--- config.mk ---
export PLATFORM = sky130hd
export DESIGN_NAME = sprite_line_fetch
export DESIGN_NICKNAME = d
export VERILOG_FILES = /design/src/rtl/sprite_line_fetch.sv
export SDC_FILE = /design/constraint.sdc
export NUM_CORES = 1
export LEC_CHECK = 0
export CAP_MARGIN = 20
export CORE_MARGIN = 4
export CORE_UTILIZATION = 53
export CTS_BUF_LIST = sky130_fd_sc_hd__clkbuf_8
export DETAILED_ROUTE_END_ITERATION = 16
export GPL_ROUTABILITY_DRIVEN = 1
export GPL_TIMING_DRIVEN = 0
export PLACE_DENSITY = 0.82
export RECOVER_POWER = 25
export SYNTH_ARGS = -nofsm -noshare
export SYNTH_HDL_FRONTEND = slang
export SYNTH_SLANG_ARGS = --single-unit
--- constraint.sdc ---
create_clock -name clk -period 3.9 [get_ports clk]
set_input_delay 0.585 -clock clk [delete_from_list [all_inputs] [get_ports clk]]
set_output_delay 0.585 -clock clk [all_outputs]
set_load 0.03 [all_outputs]
--- src/rtl/sprite_line_fetch.sv ---
// Per-scanline sprite fetch: walks the visible-sprite list, fetches one ROM tile
// row per 16-px column and paces we strobes for the downstream line buffer.
//
// state   | meaning
// IDLE    | waiting for start
// READ    | list_addr presented, list RAM read in flight
// LATCH   | list entry valid, register it and set up first column
// FETCH   | rom_req held until rom_ok
// EMIT    | wait for gap counter, then strobe we for the column
module sprite_line_fetch #(
  parameter int LIST_AW = 7,
  parameter int MIN_GAP = 8
) (
  input  logic               clk,
  input  logic               reset_n,
  input  logic               start,
  input  logic [LIST_AW:0]   list_count,
  output logic               busy,
  output logic               done,
  output logic [LIST_AW-1:0] list_addr,
  input  logic [37:0]        list_data,
  input  logic [3:0]         list_row,
  output logic               rom_req,
  output logic [19:0]        rom_addr,
  input  logic [63:0]        rom_data,
  input  logic               rom_ok,
  output logic [63:0]        bits,
  output logic [6:0]         color,
  output logic               prio,
  output logic [9:0]         pos,
  output logic               we
);

  localparam int GW = $clog2(MIN_GAP);
  localparam logic [GW-1:0]    GAP_LOAD = GW'(MIN_GAP - 1);
  localparam logic [LIST_AW:0] ONE_IDX  = 1;

  typedef enum logic [2:0] {S_IDLE, S_READ, S_LATCH, S_FETCH, S_EMIT} state_t;

  state_t             r_state, w_state_nxt;
  logic [LIST_AW:0]   r_count, w_count_nxt;
  logic [LIST_AW-1:0] r_idx, w_idx_nxt;
  logic [2:0]         r_col, w_col_nxt;
  logic [9:0]         r_x, w_x_nxt;
  logic [6:0]         r_ecolor, w_ecolor_nxt;
  logic               r_eprio, w_eprio_nxt;
  logic               r_flipx, w_flipx_nxt;
  logic [1:0]         r_width, w_width_nxt;
  logic [15:0]        r_code, w_code_nxt;
  logic [3:0]         r_row, w_row_nxt;
  logic [63:0]        r_rdata, w_rdata_nxt;
  logic [GW-1:0]      r_gap, w_gap_nxt;

  logic               r_busy, w_busy_nxt;
  logic               r_done, w_done_nxt;
  logic [LIST_AW-1:0] r_list_addr, w_list_addr_nxt;
  logic               r_rom_req, w_rom_req_nxt;
  logic [19:0]        r_rom_addr, w_rom_addr_nxt;
  logic [63:0]        r_bits, w_bits_nxt;
  logic [6:0]         r_color, w_color_nxt;
  logic               r_prio, w_prio_nxt;
  logic [9:0]         r_pos, w_pos_nxt;
  logic               r_we, w_we_nxt;

  logic [LIST_AW:0]   w_idx_inc;
  logic               w_unused;

  assign w_idx_inc = {1'b0, r_idx} + ONE_IDX;
  assign w_unused  = list_data[37];

  function automatic logic [2:0] f_last(input logic [1:0] width);
    return 3'((4'd1 << width) - 4'd1);
  endfunction

  // Flipped sprites walk the columns right-to-left in ROM.
  function automatic logic [19:0] f_rom_addr(input logic [15:0] code, input logic [3:0] row,
                                             input logic [1:0] width, input logic flipx,
                                             input logic [2:0] col);
    logic [2:0] ccol;
    ccol = flipx ? (f_last(width) - col) : col;
    return {code + {13'd0, ccol}, row};
  endfunction

  function automatic logic [63:0] f_lane_rev(input logic [63:0] d);
    logic [63:0] r;
    r = '0;
    for (int p = 0; p < 4; p++) begin
      for (int i = 0; i < 16; i++) begin
        r[16*p + i] = d[16*p + 15 - i];
      end
    end
    return r;
  endfunction

  always_comb begin
    w_state_nxt     = r_state;
    w_count_nxt     = r_count;
    w_idx_nxt       = r_idx;
    w_col_nxt       = r_col;
    w_x_nxt         = r_x;
    w_ecolor_nxt    = r_ecolor;
    w_eprio_nxt     = r_eprio;
    w_flipx_nxt     = r_flipx;
    w_width_nxt     = r_width;
    w_code_nxt      = r_code;
    w_row_nxt       = r_row;
    w_rdata_nxt     = r_rdata;
    w_gap_nxt       = (r_gap != '0) ? (r_gap - GW'(1)) : '0;
    w_busy_nxt      = r_busy;
    w_done_nxt      = 1'b0;
    w_list_addr_nxt = r_list_addr;
    w_rom_req_nxt   = r_rom_req;
    w_rom_addr_nxt  = r_rom_addr;
    w_bits_nxt      = r_bits;
    w_color_nxt     = r_color;
    w_prio_nxt      = r_prio;
    w_pos_nxt       = r_pos;
    w_we_nxt        = 1'b0;

    // start wins in every state, which is also the abort path
    if (start) begin
      w_count_nxt     = list_count;
      w_idx_nxt       = '0;
      w_list_addr_nxt = '0;
      w_rom_req_nxt   = 1'b0;
      if (list_count == '0) begin
        w_done_nxt  = 1'b1;
        w_busy_nxt  = 1'b0;
        w_state_nxt = S_IDLE;
      end else begin
        w_busy_nxt  = 1'b1;
        w_state_nxt = S_READ;
      end
    end else begin
      case (r_state)
        S_IDLE: ;
        S_READ: w_state_nxt = S_LATCH;
        S_LATCH: begin
          w_x_nxt        = list_data[9:0];
          w_ecolor_nxt   = list_data[16:10];
          w_eprio_nxt    = list_data[17];
          w_flipx_nxt    = list_data[18];
          w_width_nxt    = list_data[20:19];
          w_code_nxt     = list_data[36:21];
          w_row_nxt      = list_row;
          w_col_nxt      = 3'd0;
          w_rom_req_nxt  = 1'b1;
          w_rom_addr_nxt = f_rom_addr(list_data[36:21], list_row, list_data[20:19],
                                      list_data[18], 3'd0);
          w_state_nxt    = S_FETCH;
        end
        S_FETCH: begin
          if (rom_ok) begin
            w_rdata_nxt   = rom_data;
            w_rom_req_nxt = 1'b0;
            w_state_nxt   = S_EMIT;
          end
        end
        S_EMIT: begin
          if (r_gap == '0) begin
            w_we_nxt    = 1'b1;
            w_bits_nxt  = r_flipx ? f_lane_rev(r_rdata) : r_rdata;
            w_color_nxt = r_ecolor;
            w_prio_nxt  = r_eprio;
            w_pos_nxt   = r_x + {3'd0, r_col, 4'd0};
            w_gap_nxt   = GAP_LOAD;
            if (r_col != f_last(r_width)) begin
              w_col_nxt      = r_col + 3'd1;
              w_rom_req_nxt  = 1'b1;
              w_rom_addr_nxt = f_rom_addr(r_code, r_row, r_width, r_flipx, r_col + 3'd1);
              w_state_nxt    = S_FETCH;
            end else if (w_idx_inc < r_count) begin
              w_idx_nxt       = w_idx_inc[LIST_AW-1:0];
              w_list_addr_nxt = w_idx_inc[LIST_AW-1:0];
              w_state_nxt     = S_READ;
            end else begin
              w_done_nxt  = 1'b1;
              w_busy_nxt  = 1'b0;
              w_state_nxt = S_IDLE;
            end
          end
        end
        default: w_state_nxt = S_IDLE;
      endcase
    end
  end

  always_ff @(posedge clk or negedge reset_n) begin
    if (!reset_n) begin
      r_state     <= S_IDLE;
      r_count     <= '0;
      r_idx       <= '0;
      r_col       <= '0;
      r_x         <= '0;
      r_ecolor    <= '0;
      r_eprio     <= 1'b0;
      r_flipx     <= 1'b0;
      r_width     <= '0;
      r_code      <= '0;
      r_row       <= '0;
      r_rdata     <= '0;
      r_gap       <= '0;
      r_busy      <= 1'b0;
      r_done      <= 1'b0;
      r_list_addr <= '0;
      r_rom_req   <= 1'b0;
      r_rom_addr  <= '0;
      r_bits      <= '0;
      r_color     <= '0;
      r_prio      <= 1'b0;
      r_pos       <= '0;
      r_we        <= 1'b0;
    end else begin
      r_state     <= w_state_nxt;
      r_count     <= w_count_nxt;
      r_idx       <= w_idx_nxt;
      r_col       <= w_col_nxt;
      r_x         <= w_x_nxt;
      r_ecolor    <= w_ecolor_nxt;
      r_eprio     <= w_eprio_nxt;
      r_flipx     <= w_flipx_nxt;
      r_width     <= w_width_nxt;
      r_code      <= w_code_nxt;
      r_row       <= w_row_nxt;
      r_rdata     <= w_rdata_nxt;
      r_gap       <= w_gap_nxt;
      r_busy      <= w_busy_nxt;
      r_done      <= w_done_nxt;
      r_list_addr <= w_list_addr_nxt;
      r_rom_req   <= w_rom_req_nxt;
      r_rom_addr  <= w_rom_addr_nxt;
      r_bits      <= w_bits_nxt;
      r_color     <= w_color_nxt;
      r_prio      <= w_prio_nxt;
      r_pos       <= w_pos_nxt;
      r_we        <= w_we_nxt;
    end
  end

  assign busy      = r_busy;
  assign done      = r_done;
  assign list_addr = r_list_addr;
  assign rom_req   = r_rom_req;
  assign rom_addr  = r_rom_addr;
  assign bits      = r_bits;
  assign color     = r_color;
  assign prio      = r_prio;
  assign pos       = r_pos;
  assign we        = r_we;

endmodule

==> metrics.md, run 1 <==
| Metric | Value |
|---|---|
| Max H-tree Level | `2` |
| Post-CTS setup repair buffer count | `0` |
| Total power | `8370 uW` |
| Post-CTS Resized | `0` |
| Clk sinks | `235` |
| Initial DRC count | `378` |
| Netlist cell types | `47` |
| Total track usage | `0.243` |
| Starting density of the core | `0.537` |
| Total of max-cap violations | `1` |
| Synth Cell Area | `10800 um^2` |
| Hold Startpoint | `r_ecolor[4]$_DFFE_PN0P_` |
| Cell at the slowest stage of the critical path | `or4b_1` |
| Initial antenna violation count | `1` |
| Max IR drop VDD | `0.377 mV` |
| Worst path cell trace | `ha_1 -> fa_1 -> xnor2_1 -> nand2_1 -> xnor2_1 -> ha_1 -> nand3_1 -> and2_1 -> or4b_1 -> xor2_1 -> mux2i_1 -> mux2_2` |
| DP Wirelength | `19900 um` |
| GPL Wtd Cong | `0.858` |
| FFs w/ async S/R, synth | `1.00` |
| Syn-to-layout area delta | `31.7%` |
| Vias per cell | `5.40` |
| Hold buffer count at CTS | `0` |
| Crit Path Class | `reg -> reg` |
| WL/cell | `18.4 um` |
| Fin crit share | `0.890` |
| Top FF cell, synth | `dfrtp_1` |
| Syn Nets | `1092` |
| CP Capture Type | `register` |
| Clk slew on worst S/H paths | `60 ps` |
| I/O Buffers | `228` |
| Number of global-route vias before repair | `8397` |
| Routed vias | `8174` |
| RSZ-0062 raised after global routing | `no` |
| Critical path required time | `4310 ps` |
| DP Cell Count | `1447` |
| Layout cell share with drive strength beyond 1 | `0.159` |
| Post-route minimum period | `3470 ps` |
| Antenna Violating Nets Remaining | `0` |
| Worst Path Arrival | `3880 ps` |
| Core Rows | `52` |
| Startpoint class of the critical path | `register` |
| Pleak | `0.00644 uW` |
| Mapped Avg Cell Area | `11.4 um^2` |
| Fin Clk Skew | `12.9 ps` |
| Slew @ Worst Pin | `2170 ps` |
| # IOs | `231` |
| Final Max Tran Viols | `83` |
| Die width | `151 um` |
| FF+latch count, synth | `235` |
| PnR worst setup slack | `428 ps` |
| Clk buf depth | `3` |
| Status | `finished, violations left` |
| Die area | `22800 um^2` |
| Die height | `151 um` |
| Max Fclk | `288 MHz` |
| Routed WL | `27800 um` |
| Max FO, Critical Path | `5` |
| Setup TNS | `0 ps` |
| Sequential-to-total area share from yosys stat | `0.543` |
| Non-Filler Instances | `1513` |
| TritonCTS clock tree | `built` |
| Drt pass-1 iters | `5` |
| Final setup vio count | `0` |
| Pin count of the biggest net entering global routing | `85` |
| Setup WS pre-CTS | `169 ps` |
| Fill count | `1487` |
| PD cells | `587 nW/um^2` |
| Global-route wire length before repair | `43800 um` |
| Core footprint | `20200 um^2` |
| Number of remaining DRC errors | `0` |
| Hold_ws | `460 ps` |
| Nets | `1363` |
| HP Class | `reg -> reg` |
| Critical path launch point | `r_col[1]$_DFFE_PN0P_` |
| Yosys warnings | `0` |
| CTS Root Cell | `clkbuf_8` |
| Number of synthesized flops with an enable pin | `0` |
| Crit path largest cell delay | `560 ps` |
| Mapped Cells | `947` |
| Failing checks | `capacitance limit, slew limit` |
| Final Hold Viols | `0` |
| Num CTS Buffers | `40` |
| Worst skew pair latency | `530 ps` |
| Gr ovfl total | `0` |
| Worst r2r src | `r_col[1]$_DFFE_PN0P_` |
| Relative slew slack | `-0.444` |
[critical path, delay by kind of cell (launching register included)]
| kind | cells | cell delay (ps) |
|---|---|---|
| muxes | 2 | 350 |
| xor gates and xnor gates | 3 | 500 |
| and+or+nand+nor | 4 | 950 |
| adders and majority gates | 3 | 1140 |
| DFF | 1 | 430 |
[cell families (layout without fill, tap and decap cells)]
| logic type | count (synthesis) | after routing | synth area share |
|---|---|---|---|
| AOI/OAI and AO/OA | 143 | 143 | 0.0722 |
| xor gates and xnor gates | 41 | 41 | 0.0331 |
| adders and majority gates | 27 | 27 | 0.0339 |
| buffers and inverters | 71 | 366 | 0.0270 |
| DFF | 235 | 235 | 0.543 |
| muxes | 197 | 197 | 0.195 |
| other | 0 | 1 | 0 |
| and+or+nand+nor | 233 | 233 | 0.0957 |
[cell usage after synthesis, types with 2 or more instances]
| cell type | n | share of area |
|---|---|---|
| a21o_1 | 4 | 0.0028 |
| a21oi_1 | 23 | 0.011 |
| a31o_2 | 3 | 0.0024 |
| a31oi_1 | 2 | 0.0012 |
| and2_1 | 4 | 0.0023 |
| and3_1 | 3 | 0.0017 |
| and4_1 | 3 | 0.0024 |
| buf_1 | 4 | 0.0014 |
| buf_2 | 18 | 0.0083 |
| clkbuf_1 | 26 | 0.0090 |
| dfrtp_1 | 235 | 0.54 |
| fa_1 | 4 | 0.0074 |
| ha_1 | 23 | 0.027 |
| inv_1 | 22 | 0.0076 |
| mux2_1 | 7 | 0.0073 |
| mux2_2 | 109 | 0.11 |
| mux2i_1 | 81 | 0.075 |
| nand2_1 | 145 | 0.050 |
| nand2b_1 | 7 | 0.0040 |
| nand3_1 | 13 | 0.0060 |
| nand4_1 | 6 | 0.0035 |
| nor2_1 | 30 | 0.010 |
| nor2_2 | 2 | 0.0012 |
| nor2b_1 | 3 | 0.0017 |
| nor3_1 | 7 | 0.0032 |
| o211ai_1 | 4 | 0.0028 |
| o21ai_0 | 99 | 0.046 |
| or3_1 | 2 | 0.0012 |
| xnor2_1 | 17 | 0.014 |
| xor2_1 | 24 | 0.019 |
[cell type report]
cell class	count	area (um^2)	area share
diodes	1	2.50	0.000175
well taps	270	338	0.0237
inverters	22	82.6	0.00579
repair buffers	230	2330	0.163
plain buffers	48	206	0.0145
flip-flops and latches	235	5880	0.412
clock inverters	18	103	0.00719
multi-input cells	641	4660	0.327
clock buffers	48	661	0.0463
[power by group]
part           total, uW  internal, uW  switching, uW
combinational       2680          1310           1360
clock               2150          1170            974
sequential          3550          3090            463
[sequential cells by signal (all words and copies together) (netlist names)]
name and count:
r_state 3, r_width 2, r_eprio 1, done 1, rom_addr 20, r_x 10
r_flipx 1, bits 64, r_rdata 64, r_row 4, list_addr 7, color 7
r_code 16, r_col 3, rom_req 1, r_gap 3, r_ecolor 7, prio 1
we 1, busy 1, r_count 8, pos 10
[metal layers]
| layer | track usage | share of wire |
|---|---|---|
| met5 | 0 | 0 |
| met4 | 0.0898 | 0.037 |
| met3 | 0.0592 | 0.063 |
| met2 | 0.385 | 0.48 |
| met1 | 0.326 | 0.42 |
[worst paths after layout]
path                                            endpoint  slack [ps]  depth (start not counted)
worst max-delay path            rom_addr[17]$_DFFE_PN0P_         430                         12
worst min register to register      color[4]$_DFFE_PN0P_         460                          2
max in group asynchronous        r_rdata[40]$_DFFE_PN0P_        1930                          1
worst max register to register  rom_addr[17]$_DFFE_PN0P_         430                         12
worst min-delay path                color[4]$_DFFE_PN0P_         460                          2
min in group asynchronous           bits[23]$_DFFE_PN0P_         690                          1
[placed cells by master (no fill, tap or decap), drive strengths merged, types with 2 or more instances in the layout]
| cell | n |
|---|---|
| a21boi | 2 |
| nand3 | 13 |
| ha | 23 |
| dfrtp | 235 |
| and4 | 3 |
| xnor2 | 17 |
| nor3 | 8 |
| and2 | 4 |
| mux2i | 81 |
| clkdlybuf4s50 | 227 |
| nand2 | 145 |
| a31oi | 2 |
| nand4 | 6 |
| clkbuf | 75 |
| and3 | 3 |
| a21oi | 23 |
| inv | 36 |
| or4b | 2 |
| xor2 | 24 |
| or3 | 3 |
| nor2b | 3 |
| o211ai | 4 |
| o21ai | 99 |
| mux2 | 116 |
| buf | 24 |
| a31o | 3 |
| nor2 | 32 |
| nand2b | 7 |
| fa | 4 |
| a21o | 4 |
| clkinv | 3 |
[stage by stage]
| stage | cell area (um^2) | util |
|---|---|---|
| 2_1_floorplan | 10800 | - |
| 3_3_place_gp | 13500 | 0.667 |
| 6_report | 14300 | 0.707 |
| 4_1_cts | 14300 | 0.708 |
| 3_5_place_dp | 13500 | 0.670 |
| 5_1_grt | 14300 | 0.707 |
(Power assumes the default switching activity.)
==> inputs of run 2 (changes only) <==
- MAX_ROUTING_LAYER: not set -> met4
==> metrics.md, run 2 (same netlist as run 1, synthesis figures left out) <==
| Metric | Value |
|---|---|
| Num CTS Buffers | `40 (unchanged)` |
| GPL Wtd Cong | `0.872 (+1.6%)` |
| Clk slew on worst S/H paths | `60 ps (about the same)` |
| Critical path required time | `4310 ps (about the same)` |
| Final Hold Viols | `0 (unchanged)` |
| CTS Root Cell | `clkbuf_8` |
| Number of remaining DRC errors | `0 (unchanged)` |
| PnR worst setup slack | `435 ps (+7.04 ps)` |
| Startpoint class of the critical path | `register` |
| DP Wirelength | `19900 um (unchanged)` |
| PD cells | `587 nW/um^2 (about the same)` |
| Slew @ Worst Pin | `2170 ps (-0.554 ps)` |
| Nets | `1363 (unchanged)` |
| Layout cell share with drive strength beyond 1 | `0.159 (unchanged)` |
| Initial antenna violation count | `1 (unchanged)` |
| # IOs | `231 (unchanged)` |
| WL/cell | `18.3 um (-0.45%)` |
| Worst Path Arrival | `3870 ps (about the same)` |
| Total track usage | `0.250 (+0.00730)` |
| Worst reg2reg setup slack | `430 ps (about the same)` |
| Max H-tree Level | `2 (unchanged)` |
| Failing checks | `capacitance limit, slew limit` |
| Routed WL | `27700 um (-0.45%)` |
| Core Rows | `52 (unchanged)` |
| Pin count of the biggest net entering global routing | `85 (unchanged)` |
| Die height | `151 um (unchanged)` |
| Vias per cell | `5.38 (-0.38%)` |
| Max Fclk | `289 MHz (+0.20%)` |
| Total of max-cap violations | `1 (unchanged)` |
| Routed vias | `8143 (-0.38%)` |
| Drt pass-1 iters | `4 (-1)` |
| Hold buffer count at CTS | `0 (unchanged)` |
| Cell at the slowest stage of the critical path | `or4b_1` |
| Clock power share | `0.256 (about the same)` |
| Global-route wire length before repair | `43700 um (about the same)` |
| Switching pwr | `2800 uW (about the same)` |
| Worst skew pair latency | `530 ps (about the same)` |
| Gr ovfl total | `0 (unchanged)` |
| Fin Clk Skew | `11.8 ps (-1.04 ps)` |
| Clk buf depth | `3 (unchanged)` |
| CP Capture Type | `register` |
| Sequential Power Share | `0.424 (about the same)` |
| Post-CTS setup repair buffer count | `0 (unchanged)` |
| Antenna Violating Nets Remaining | `0 (unchanged)` |
| Pleak | `0.00644 uW (unchanged)` |
| Fin crit share | `0.888 (-0.00180)` |
| Int Power | `5570 uW (about the same)` |
| Final Max Tran Viols | `83 (unchanged)` |
| Post-CTS Resized | `0 (unchanged)` |
| Most common cell after layout, fill and taps aside | `dfrtp_1` |
| Status | `finished, violations left` |
| Combinational share of power | `0.320 (about the same)` |
| Die width | `151 um (unchanged)` |
| Starting density of the core | `0.537 (unchanged)` |
| Worst r2r src | `r_col[0]$_DFFE_PN0P_` |
| TritonCTS clock tree | `built` |
| Relative slew slack | `-0.443 (about the same)` |
| Number of global-route vias before repair | `8388 (-0.11%)` |
| Max FO, Critical Path | `4 (-1)` |
| RSZ-0062 raised after global routing | `no` |
| Critical path launch point | `r_col[0]$_DFFE_PN0P_` |
| Hold Startpoint | `r_ecolor[4]$_DFFE_PN0P_` |
| Final setup vio count | `0 (unchanged)` |
| Max IR drop VDD | `0.379 mV (+0.57%)` |
| Initial DRC count | `327 (-13%)` |
| Most frequent cells in the layout | `dfrtp_1, clkdlybuf4s50_1, nand2_1, mux2_2, o21ai_0` |
| Worst path cell trace | `ha_1 -> fa_1 -> xnor2_1 -> nand2_1 -> xnor2_1 -> ha_1 -> nand3_1 -> and2_1 -> or4b_1 -> xor2_1 -> mux2i_1 -> mux2_2` |
| Crit path largest cell delay | `560 ps (about the same)` |
| I/O Buffers | `228 (unchanged)` |
| Core footprint | `20200 um^2 (unchanged)` |
| Syn-to-layout area delta | `31.7% (unchanged)` |
| Fill count | `1487 (unchanged)` |
| Setup WS pre-CTS | `169 ps (unchanged)` |
| Crit Path Class | `reg -> reg` |
| Die area | `22800 um^2 (unchanged)` |
| Core Util, Final | `0.707 (unchanged)` |
| Clk sinks | `235 (unchanged)` |
| Sw Share | `0.334 (about the same)` |
| Post-route minimum period | `3470 ps (-7.04 ps)` |
| HP Class | `reg -> reg` |
-- run 2: cell counts in the layout (fill, tap and decap cells not counted) --
No cell type changed its count.
-- run 2: metal layers --
layer  wire, um  global-route usage  share of wire
met1      11700               0.328           0.42
met2      13200               0.386           0.48
met3       1710              0.0551          0.062
met4       1040              0.0920          0.038
met5          0                   -              0
-- run 2: stage by stage --
stage,hold slack [ps],power [uW],area [um^2],setup TNS (ps),cells
after floorplan,289,5210,10800,0,947
after global placement,442,6150,13500,-1823080,1445
after detailed placement,454,6270,13500,0,1447
after CTS,64.0,8440,14300,0,1513
after global routing,484,8830,14300,0,1513
final,460,8370,14300,0,1513
-- run 2: worst paths after layout --
| check | end | cells after the start |
|---|---|---|
| setup / recovery | rom_addr[17]$_DFFE_PN0P_ | 12 |
| hold / removal | color[4]$_DFFE_PN0P_ | 2 |
| setup reg to reg | rom_addr[17]$_DFFE_PN0P_ | 12 |
| hold reg to reg | color[4]$_DFFE_PN0P_ | 2 |
| max in group asynchronous | r_rdata[39]$_DFFE_PN0P_ | 1 |
| min in group asynchronous | bits[23]$_DFFE_PN0P_ | 1 |
-- run 2: power groups by stage --
| stage | clock network, uW | registers (uW) | logic, uW |
|---|---|---|---|
| 6_report | 2150 | 3550 | 2680 |
| 5_1_grt | 2290 | 3630 | 2910 |
| 4_1_cts | 2190 | 3550 | 2700 |
| 3_5_place_dp | 0 | 3580 | 2690 |
| 3_3_place_gp | 0 | 3550 | 2600 |
| 2_1_floorplan | 0 | 3900 | 1310 |
-- run 2: layout make-up --
type                       count  area [um^2]  area share
buffer                        48          206      0.0145
antenna                        1         2.50    0.000175
timing repair buffer         230         2330       0.163
inverter                      22         82.6     0.00579
clock inverter                18          103     0.00719
sequential                   235         5880       0.412
clock buffer                  48          661      0.0463
tap                          270          338      0.0237
multi-input combinational    641         4660       0.327
-- run 2: worst max-delay path, delay by kind of cell (launching register included) --
family	cells	cell delay (ps)
multiplexers	2	350
AND/OR/NAND/NOR	4	950
adder cells (fa/ha/maj)	3	1150
XOR/XNOR	3	490
flip-flops	1	410
==> inputs of run 3 (changes only) <==
--- a/config.mk
+++ b/config.mk
@@ -8,2 +8,3 @@
 export CAP_MARGIN = 20
+export CORE_ASPECT_RATIO = 0.9
 export CORE_MARGIN = 4
==> constraint.sdc (replaced) <==
create_clock -name clk -period 3.9 [get_ports clk]
set_input_delay 1.17 -clock clk [delete_from_list [all_inputs] [get_ports clk]]
set_output_delay 1.17 -clock clk [all_outputs]
set_load 0.03 [all_outputs]
==> metrics.md, run 3 (same netlist as run 1, synthesis figures left out) <==
| Metric | Value |
|---|---|
| Initial DRC count | `442 (+35%)` |
| Die height | `144 um (-4.9%)` |
| Hold_ws | `459 ps (-0.955 ps)` |
| I/O Buffers | `228 (unchanged)` |
| Worst reg2reg setup slack | `380 ps (-50 ps)` |
| Final setup vio count | `0 (unchanged)` |
| Nets | `1363 (unchanged)` |
| Post-route minimum period | `3520 ps (+55.0 ps)` |
| Worst R2R End | `rom_addr[17]$_DFFE_PN0P_` |
| WL/cell | `18.6 um (+1.6%)` |
| Worst Setup EP | `rom_addr[17]$_DFFE_PN0P_` |
| GPL Wtd Cong | `0.837 (-4.0%)` |
| PD cells | `594 nW/um^2 (+1.2%)` |
| Critical path launch point | `r_col[1]$_DFFE_PN0P_` |
| Slew @ Worst Pin | `1930 ps (-232 ps)` |
| Most common cell after layout, fill and taps aside | `dfrtp_1` |
| Starting density of the core | `0.541 (+0.00325)` |
| Register Area | `5880 um^2 (unchanged)` |
| Clk sinks | `235 (unchanged)` |
| Fin Clk Skew | `13.4 ps (+1.55 ps)` |
| DP Wirelength | `20000 um (+0.34%)` |
| Syn-to-layout area delta | `32.2%` |
| Relative slew slack | `-0.288 (+0.155)` |
| Core Util, Final | `0.715 (+0.00722)` |
| Vias per cell | `5.41 (+0.50%)` |
| Gr ovfl total | `0 (unchanged)` |
| Core footprint | `20000 um^2 (-0.60%)` |
| Setup TNS | `0 ps (unchanged)` |
| CP Capture Type | `register` |
| RSZ-0062 raised after global routing | `no` |
| Status | `finished, violations left` |
| Initial antenna violation count | `1 (unchanged)` |
| Max FO, Critical Path | `5 (+1)` |
| Die width | `159 um (+5.1%)` |
| Worst Path Arrival | `3940 ps (+70 ps)` |
| Max IR drop VDD | `0.399 mV (+5.2%)` |
| Hold Path Stages | `2 (unchanged)` |
| Clk slew on worst S/H paths | `60 ps (about the same)` |
| R2R depth | `12 (unchanged)` |
| Worst skew pair latency | `540 ps (about the same)` |
| TritonCTS clock tree | `built` |
| Max H-tree Level | `2 (unchanged)` |
| Routed vias | `8151 (+0.098%)` |
| CTS Root Cell | `clkbuf_8` |
| Worst r2r src | `r_col[1]$_DFFE_PN0P_` |
| HP Class | `reg -> reg` |
| Post-CTS setup repair buffer count | `0 (unchanged)` |
| Pin count of the biggest net entering global routing | `88 (+3.5%)` |
| Fill count | `1460 (-1.8%)` |
| Drt pass-1 iters | `4 (unchanged)` |
| Final Max Tran Viols | `74 (-11%)` |
| Number of global-route vias before repair | `8387 (-0.012%)` |
| Fin crit share | `0.903 (+0.0141)` |
| Routed WL | `28000 um (+1.2%)` |
| Total of max-cap violations | `1 (unchanged)` |
| Final Hold Viols | `0 (unchanged)` |
| # IOs | `231 (unchanged)` |
| Clk buf depth | `3 (unchanged)` |
| Multi-input gate area | `4660 um^2 (unchanged)` |
| Die area | `22800 um^2 (about the same)` |
| Pleak | `0.00649 uW (+0.64%)` |
| Most frequent cells in the layout | `dfrtp_1, clkdlybuf4s50_1, nand2_1, mux2_2, o21ai_0` |
| Critical path required time | `4320 ps (about the same)` |
| Core Rows | `49 (-5.8%)` |
| Total track usage | `0.251 (+0.00152)` |
| Failing checks | `capacitance limit, slew limit` |
| Num CTS Buffers | `40 (unchanged)` |
| Global-route wire length before repair | `44800 um (+2.5%)` |
| Layout cell share with drive strength beyond 1 | `0.165 (+0.00618)` |
| Startpoint class of the critical path | `register` |
| Crit Path Class | `reg -> reg` |
| Number of remaining DRC errors | `0 (unchanged)` |
| Max Fclk | `284 MHz (-1.6%)` |
| Antenna Violating Nets Remaining | `0 (unchanged)` |
[run 3: cell types whose count changed in the layout (fill, tap and decap cells not counted), sizes merged]
cell    previous run  this run
buf               24        23
bufinv             1         0
clkbuf            75        85
clkinv             3         4
diode              1         2
inv               36        35
[run 3: per-layer routing]
layer,share of wire,vias to the layer above,global-route usage
li1,-,3825,-
met1,0.44,4017,0.336
met2,0.46,254,0.381
met3,0.074,55,0.0711
met4,0.024,0,0.0731
met5,0,-,-
[run 3: power breakdown]
group	total (uW)	switching, uW	internal (uW)
Clock	2300	1000	1300
Combinational	2650	1350	1310
Sequential	3550	464	3090
[run 3: worst max-delay path, stage by stage, from the launching register on]
cell,delay (ps)
dfrtp_1,440
ha_1,350
fa_1,440
xnor2_1,160
nand2_1,80
xnor2_1,160
ha_1,350
a21oi_1,100
and2_1,200
or4b_1,570
xor2_1,170
mux2i_1,100
mux2_2,280
[run 3: what timing repair did]
action,in CTS,in global routing
setup endpoints to repair,0,1
resized for setup,0,0
endpoints found under the hold margin,0,0
hold buffers,0,0
[run 3: how the worst min path moves through the flow]
| stage | start | to |
|---|---|---|
| floorplan | r_ecolor[0]$_DFFE_PN0P_ | color[0]$_DFFE_PN0P_ |
| global placement | r_x[3]$_DFFE_PN0P_ | pos[3]$_DFFE_PN0P_ |
| detailed placement | r_eprio$_DFFE_PN0P_ | prio$_DFFE_PN0P_ |
| CTS | r_ecolor[2]$_DFFE_PN0P_ | color[2]$_DFFE_PN0P_ |
| global route | bits[8]$_DFFE_PN0P_ | bits[8]$_DFFE_PN0P_ |
| finish | r_ecolor[2]$_DFFE_PN0P_ | color[2]$_DFFE_PN0P_ |
[run 3: area by class of cell]
| cell class | count | share of cell area |
|---|---|---|
| Antenna cell | 2 | 0.000349 |
| Buffer | 48 | 0.0144 |
| Clock buffer | 57 | 0.0548 |
| Clock inverter | 17 | 0.00515 |
| Inverter | 22 | 0.00576 |
| Multi-Input combinational cell | 641 | 0.325 |
| Sequential cell | 235 | 0.410 |
| Tap cell | 255 | 0.0223 |
| Timing Repair Buffer | 230 | 0.161 |
[run 3: through the flow]
stage	instances	power (uW)	worst slack (ps)	instance area, um^2
detailed placement	1432	6250	123	13500
floorplan	947	5210	671	10800
finish	1507	8500	380	14300
global placement	1430	6140	-8290	13400
CTS	1506	8590	96.8	14400
global route	1506	9000	152	14300
